[config.mk]
export PLATFORM = sky130hd
export DESIGN_NAME = bcd_decimal_adder
export DESIGN_NICKNAME = d
export VERILOG_FILES = /design/src/rtl/bcd_pkg.sv /design/src/rtl/bcd_digit_adder.sv /design/src/rtl/bcd_decimal_adder.sv
export SDC_FILE = /design/constraint.sdc
export NUM_CORES = 1
export LEC_CHECK = 0
export CORE_AREA = 3 3 40 42
export CTS_CLUSTER_DIAMETER = 30
export DETAILED_ROUTE_END_ITERATION = 12
export DIE_AREA = 0 0 43 45
export PLACE_DENSITY = 0.7
export SETUP_SLACK_MARGIN = 0.1
export SYNTH_ARGS = -nofsm -noshare
export SYNTH_HDL_FRONTEND = slang
export SYNTH_SLANG_ARGS = --single-unit
[constraint.sdc]
create_clock -name clk -period 2.2 [get_ports clk]
set_input_delay 0.22 -clock clk [delete_from_list [all_inputs] [get_ports clk]]
set_output_delay 0.22 -clock clk [all_outputs]
set_load 0.03 [all_outputs]
[src/rtl/bcd_pkg.sv]
// Shared constants and types for the packed-BCD adder datapath.
// One BCD digit is a 4-bit nibble holding 0..9.
package bcd_pkg;

    localparam int BCD_W = 4;
    localparam logic [3:0] BCD_MAX = 4'd9;
    localparam logic [3:0] BCD_CORR = 4'd6;

    typedef logic [BCD_W-1:0] bcd_digit_t;

endpackage

[src/rtl/bcd_digit_adder.sv]
// Combinational single-digit BCD adder with decimal carry.
// Out-of-range nibbles still go through the same +6 correction, and are flagged.
module bcd_digit_adder
    import bcd_pkg::*;
(
    input  bcd_digit_t a,
    input  bcd_digit_t b,
    input  logic       cin,
    output bcd_digit_t s,
    output logic       cout,
    output logic       bad
);

    logic [4:0] t;

    always_comb begin
        t    = {1'b0, a} + {1'b0, b} + {4'b0000, cin};
        cout = (t > {1'b0, BCD_MAX});
        // (t + 6) mod 16 only needs the low nibble of t
        s    = cout ? (t[3:0] + BCD_CORR) : t[3:0];
        bad  = (a > BCD_MAX) || (b > BCD_MAX);
    end

endmodule

[src/rtl/bcd_decimal_adder.sv]
// Registered multi-digit BCD adder: ripple-carry digit chain, 1-cycle latency.
// Outputs hold their last result while no new operands arrive.
module bcd_decimal_adder
    import bcd_pkg::*;
#(
    parameter int DIGITS = 1
) (
    input  logic                    clk,
    input  logic                    rst,
    input  logic                    in_valid,
    input  logic [BCD_W*DIGITS-1:0] augend,
    input  logic [BCD_W*DIGITS-1:0] addend,
    input  logic                    Cin,
    output logic [BCD_W*DIGITS-1:0] sum,
    output logic                    Cout,
    output logic                    out_valid,
    output logic                    err
);

    logic [DIGITS:0]         carry;
    logic [DIGITS-1:0]       bad;
    logic [BCD_W*DIGITS-1:0] sum_d;

    assign carry[0] = Cin;

    for (genvar i = 0; i < DIGITS; i++) begin : g_digit
        bcd_digit_adder u_digit (
            .a    (augend[i*BCD_W +: BCD_W]),
            .b    (addend[i*BCD_W +: BCD_W]),
            .cin  (carry[i]),
            .s    (sum_d[i*BCD_W +: BCD_W]),
            .cout (carry[i+1]),
            .bad  (bad[i])
        );
    end

    always_ff @(posedge clk) begin
        if (rst) begin
            sum       <= '0;
            Cout      <= 1'b0;
            err       <= 1'b0;
            out_valid <= 1'b0;
        end else begin
            out_valid <= in_valid;
            if (in_valid) begin
                sum  <= sum_d;
                Cout <= carry[DIGITS];
                err  <= |bad;
            end
        end
    end

endmodule

==> metrics, run 1 <==
Post-Route Setup TNS 0 ns; Required @ worst endpoint 2.37 ns; reg2reg start sum[1]$_SDFFE_PP0P_; worst skew pair latency 0.25 ns; worst endpoint data arrival time 2.23 ns; Peak VDD IR 0.301 mV; P_int 0.331 mW; synthesized area 464 um^2; core area 1280 um^2; Avg WL per Cell 12.4 um; GRT overflow 0; sequential fraction of the synthesis area 30.2%; Net Count, Synth 67; combinational share of power 46.3%; Synth-to-Final Area Change 63.9%; Die Width 43 um; final setup vio count 0; Tightest Pin Transition 0.306 ns; Port Buf Inserts 18; layout cells sized above 1 29.5%; Mapped Cells 49; H-tree depth 1; antenna viol nets, final 0; Clock power frac 23.6%; # nets final 97; ys async rst share 0%; Leak Pwr 0.322 nW; CP dominant cell by count fa_2; starting density of the core 36.1%; met3 WL 51 um; all-layer global routing usage 13.0%; crit share post-route 93.7%; num rows 13; fin crit period 2.06 ns; GPL Wtd Cong 0.744; slew margin rel. 79.5%; CTS Buf Count 3; flop2flop setup slack 1.34 ns; Power Density 661 nW/um^2; met2 wire length 586 um; Slew Limit Fails 0; Ys Warns 0; M1 WL 501 um; Max-cap violations 0; final worst setup slack 0.138 ns; Vias 481; pin count of the biggest net entering global routing 10; worst-path fanout max 3; final hold violations 0; initial antenna violation count 0; Post-CTS Hold Fix Bufs 0; dpl hpwl 923 um; syn_area_per_cell 9.47 um^2; worst-path cell chain clkdlybuf4s15_1, fa_2, fa_2, inv_2, and3_4, or4_4, o211ai_1; FF+latch count, synth 7; dominant synthesized flop cell dfxtp_1; Setup crit start kind input port; Root Driver clkbuf_4; DIE HEIGHT 45 um; DRC 0; io pins 19; Net Switching 0.172 mW; vias in the first global route 456; Core Util, Final 59.2%; Fmax 485 MHz; pre-CTS setup slack -0.457 ns; crit path max-delay cell type fa_2; Clock Skew 0 ns; CTS Sinks 7; Longest Clk Path Bufs 2; CTS tree yes; WL final 1160 um; DR iter-0 viols 10; first-pass GRT wire length 1920 um; Post-synth EDFFs 0; hold_sp Cout$_SDFFE_PP0P_; WS Path Type in -> reg; top sig layer met4; Die ar. 1940 um^2; post-synthesis cell type count 27; crit path capture type flip-flop; Clock Pin Slew Worst Setup and Hold Paths 0.06 ns; status finished, final reports clean; Max stage delay on crit path 0.57 ns; Inserted Diodes 0; Hold WC Path Type reg -> reg; RSZ-0062 raised after global routing no; Seq pwr share 30.2%; switching share of power 34.2%; drt pass-1 iters 4; CP startpoint addend[0]; Vias/cell 5.17
[per-layer routing]
| layer | vias up | GRT usage (%) |
|---|---|---|
| met4 | 0 | 5.42 |
| li1 | 242 | - |
| met1 | 223 | 17.7 |
| met3 | 2 | 2.39 |
| met5 | - | 0 |
| met2 | 14 | 20.4 |
[flip-flops by register name (all words and copies together), names as in the netlist]
signal	count
Cout	1
err	1
sum	4
out_valid	1
[path summary, 6_finish.rpt]
path / to / cells after the start
worst min register to register: Cout$_SDFFE_PP0P_ / 2
worst max-delay path: sum[1]$_SDFFE_PP0P_ / 7
worst max register to register: sum[1]$_SDFFE_PP0P_ / 4
worst min-delay path: Cout$_SDFFE_PP0P_ / 2
[synthesized netlist by cell type (2+ instances only)]
cell type,number,area share [%]
ha_1,4,11
a21oi_1,4,4.3
mux2i_1,2,4.3
fa_1,2,8.6
a211oi_1,2,3.2
nor2_1,6,4.9
inv_1,2,1.6
dfxtp_1,7,30
o21ai_0,2,2.2
[power by group through the flow]
stage / clock [mW] / sequential, mW / combinational (mW)
2_1_floorplan: 0 / 0.187 / 0.0896
3_3_place_gp: 0 / 0.154 / 0.217
3_5_place_dp: 0 / 0.155 / 0.220
4_1_cts: 0.121 / 0.152 / 0.223
5_1_grt: 0.133 / 0.155 / 0.251
6_report: 0.118 / 0.152 / 0.233
[cells in the final DEF (no fill, tap or decap), types with 2 or more instances in the layout]
cell and instances:
clkbuf_4 3, clkbuf_2 2, nor2_1 6, a21oi_1 4, buf_4 8, fa_2 2, clkdlybuf4s50_1 15, a211oi_1 2
dfxtp_1 7, o21ai_0 2, mux2i_1 2, ha_1 3
[critical path: cells and delay by family]
family	cells	cell delay [ns]
compound gates	1	0.20
fa+ha+maj	2	0.93
buf+inv	2	0.22
simple gates	2	0.66
[area by class of cell]
cell class,instances,area (um^2)
Clock buffer,4,26.3
Fill cell,121,524
Timing Repair Buffer,26,230
Sequential cell,7,140
Multi-Input combinational cell,39,338
Inverter,2,7.51
Tap cell,15,18.8
[cell families (layout without fill, tap and decap cells)]
| logic type | Yosys count | count (layout) | synth area share, % |
|---|---|---|---|
| simple gates | 11 | 11 | 12.4 |
| fa+ha+maj | 6 | 6 | 19.4 |
| flops | 7 | 7 | 30.2 |
| xor+xnor | 2 | 2 | 3.77 |
| mux | 2 | 2 | 4.31 |
| buf+inv | 3 | 32 | 2.43 |
| compound gates | 18 | 18 | 27.5 |
[stage by stage]
step | hold WS [ns] | instance area (um^2) | total power, mW | instances
6_report | 0.482 | 761 | 0.503 | 93
5_1_grt | 0.510 | 761 | 0.538 | 93
4_1_cts | 0.484 | 752 | 0.496 | 93
3_5_place_dp | 0.476 | 717 | 0.375 | 88
3_3_place_gp | 0.474 | 717 | 0.371 | 88
2_1_floorplan | 0.292 | 469 | 0.277 | 49
[repair_timing]
action,CTS,global route
endpoints found under the setup margin,4,3
setup buffers,1,0
resized for setup,7,6
pin swaps,3,3
Power figures use the tool's default switching activity.
==> run 2, diff against run 1 <==
Settings changed: GPL_TIMING_DRIVEN set to 0.
==> metrics, run 2 (synthesized netlist as in run 1, its figures left out) <==
status finished, final reports clean; DR iter-0 viols 11 (+1); Top Family by Delay on Critical Path adder cells; CTS tree yes; worst-path fanout max 3 (unchanged); GRT overflow 0 (unchanged); R2R depth 4 (unchanged); hold path depth 3 (+1); Clock Pin Slew Worst Setup and Hold Paths 0.06 ns (about the same); CTS Buf Count 3 (unchanged); num rows 13 (unchanged); slew margin rel. 72.5% (-7.0 points); combinational share of power 43.6% (-2.7 points); Clock power frac 24.9% (+1.3 points); Pwr Total 0.481 mW (-4.3%); Vias/cell 5.39 (+4.2%); flop2flop setup slack 1.35 ns (about the same); met3 WL 61 um (+20%); Longest Clk Path Bufs 2 (unchanged); crit path max-delay cell type fa_2; Slew Limit Fails 0 (unchanged); WP buf/inv 2 (unchanged); Die ar. 1940 um^2 (unchanged); initial antenna violation count 0 (unchanged); drt pass-1 iters 4 (unchanged); Port Buf Inserts 17 (-1); hold_sp in_valid; first-pass GRT wire length 1630 um (-15%); Core Util, Final 54.7% (-4.5 points); met2 wire length 522 um (-11%); Setup crit start kind input port; CTS Sinks 7 (unchanged); Seq pwr share 31.5% (+1.3 points); Synth-to-Final Area Change 51.5%; Post-CTS Hold Fix Bufs 0 (unchanged); dpl hpwl 819 um (-11%); fill count 131 (+8.3%); switching share of power 34.5% (+0.30 points); pin count of the biggest net entering global routing 11 (+1); worst-path cell chain clkdlybuf4s15_1, fa_2, fa_2, inv_2, and3_4, or4_1, o211ai_1; WL final 1030 um (-11%); vias in the first global route 420 (-7.9%); hold endpoint Cout$_SDFFE_PP0P_; r2r endpoint sum[1]$_SDFFE_PP0P_; fin crit period 2.05 ns (-0.00779 ns); Vias 469 (-2.5%); Required @ worst endpoint 2.38 ns (about the same); # nets final 91 (-6.2%); GPL Wtd Cong 0.757 (+1.7%); final setup vio count 0 (unchanged); Leak Pwr 0.287 nW (-11%); io pins 19 (unchanged); commonest non-fill, non-tap cell in the layout clkdlybuf4s50_1; starting density of the core 36.1% (unchanged); commonest cells after routing, fill and taps aside clkdlybuf4s50_1, dfxtp_1, nor2_1; DRC 0 (unchanged); Hold WC Path Type in -> reg; Die Width 43 um (unchanged); Peak VDD IR 0.272 mV (-9.6%); P_int 0.315 mW (-4.7%); final hold violations 0 (unchanged); worst skew pair latency 0.25 ns (about the same); Power Density 684 nW/um^2 (+3.5%); Multi-input gate area 332 um^2 (-1.9%); Biggest register sum; Avg WL per Cell 11.9 um (-4.7%); top sig layer met4; Max stage delay on crit path 0.57 ns (about the same); core area 1280 um^2 (unchanged); Net Switching 0.166 mW (-3.5%); Largest register FFs 4 (unchanged); crit share post-route 93.4% (-0.35 points); worst endpoint data arrival time 2.23 ns (about the same); Area after DPL 658 um^2 (-8.2%); register area 140 um^2 (unchanged); CP dominant cell by count fa_2; Post-Route Setup TNS 0 ns (unchanged); M1 WL 434 um (-13%); Max-cap violations 0 (unchanged); Tightest Pin Transition 0.412 ns (+0.106 ns); Fmax 487 MHz (+0.38%); all-layer global routing usage 11.2% (-1.8 points); Inserted Diodes 0 (unchanged); reg2reg start sum[1]$_SDFFE_PP0P_; layout cells sized above 1 22.2% (-7.3 points); final non-filler cell area 703 um^2 (-7.6%); crit path capture type flip-flop; Root Driver clkbuf_4; DIE HEIGHT 45 um (unchanged); WS Path Type in -> reg; hold_ws 0.413 ns (-0.0693 ns); antenna viol nets, final 0 (unchanged); H-tree depth 1 (unchanged); RSZ-0062 raised after global routing no; Clock Skew 0 ns (unchanged)
-- run 2: changes by cell type in the layout (fill, tap and decap cells not counted), sizes merged --
cell           previous run  this run
clkbuf                    6         7
clkdlybuf4s50            15        14
buf                       8         2
-- run 2: worst max path at each step --
stage                          end       from  cells past startpoint
3_5_place_dp   sum[1]$_SDFFE_PP0P_        Cin                      7
6_report       sum[1]$_SDFFE_PP0P_  addend[0]                      7
5_1_grt        sum[1]$_SDFFE_PP0P_  augend[1]                      6
3_3_place_gp   sum[1]$_SDFFE_PP0P_        Cin                      7
2_1_floorplan  sum[1]$_SDFFE_PP0P_        Cin                      6
4_1_cts        sum[1]$_SDFFE_PP0P_  addend[0]                      7
-- run 2: what timing repair did --
item                       CTS  global route
cloned                       0             0
gates resized for setup      6             6
buffers inserted             1             1
setup endpoints to repair    4             4
pin swaps                    3             6
-- run 2: worst reg2reg max path: cells and delay by family, from the launching register on --
kind	cells	cell delay, ns
compound gates	3	0.37
simple gates	1	0.05
flops	1	0.31
-- run 2: stage by stage --
| stage | std cells | worst slack (ns) |
|---|---|---|
| finish | 87 | 0.146 |
| global route | 87 | 0.0977 |
| CTS | 86 | 0.120 |
| detailed placement | 81 | -0.490 |
| global placement | 81 | -0.484 |
| floorplan | 49 | 0.0698 |
-- run 2: routing by layer --
metal  up-vias  global-route usage [%]
met1       217                    13.8
met5         -                       0
li1        234                       -
met3         2                    2.39
met2        16                    17.7
met4         0                    7.23
-- run 2: power by group through the flow --
stage	registers, mW	clock network [mW]	logic, mW
floorplan	0.187	0	0.0896
global placement	0.154	0	0.192
detailed placement	0.155	0	0.194
CTS	0.152	0.124	0.200
global route	0.154	0.128	0.225
finish	0.152	0.120	0.210
-- run 2: final cells by class --
class / instances / area share, %
Timing Repair Buffer: 19 / 24.9
Inverter: 2 / 1.07
Clock buffer: 4 / 3.74
Multi-Input combinational cell: 39 / 47.2
Tap cell: 15 / 2.67
Sequential cell: 7 / 19.9
Buffer: 1 / 0.534
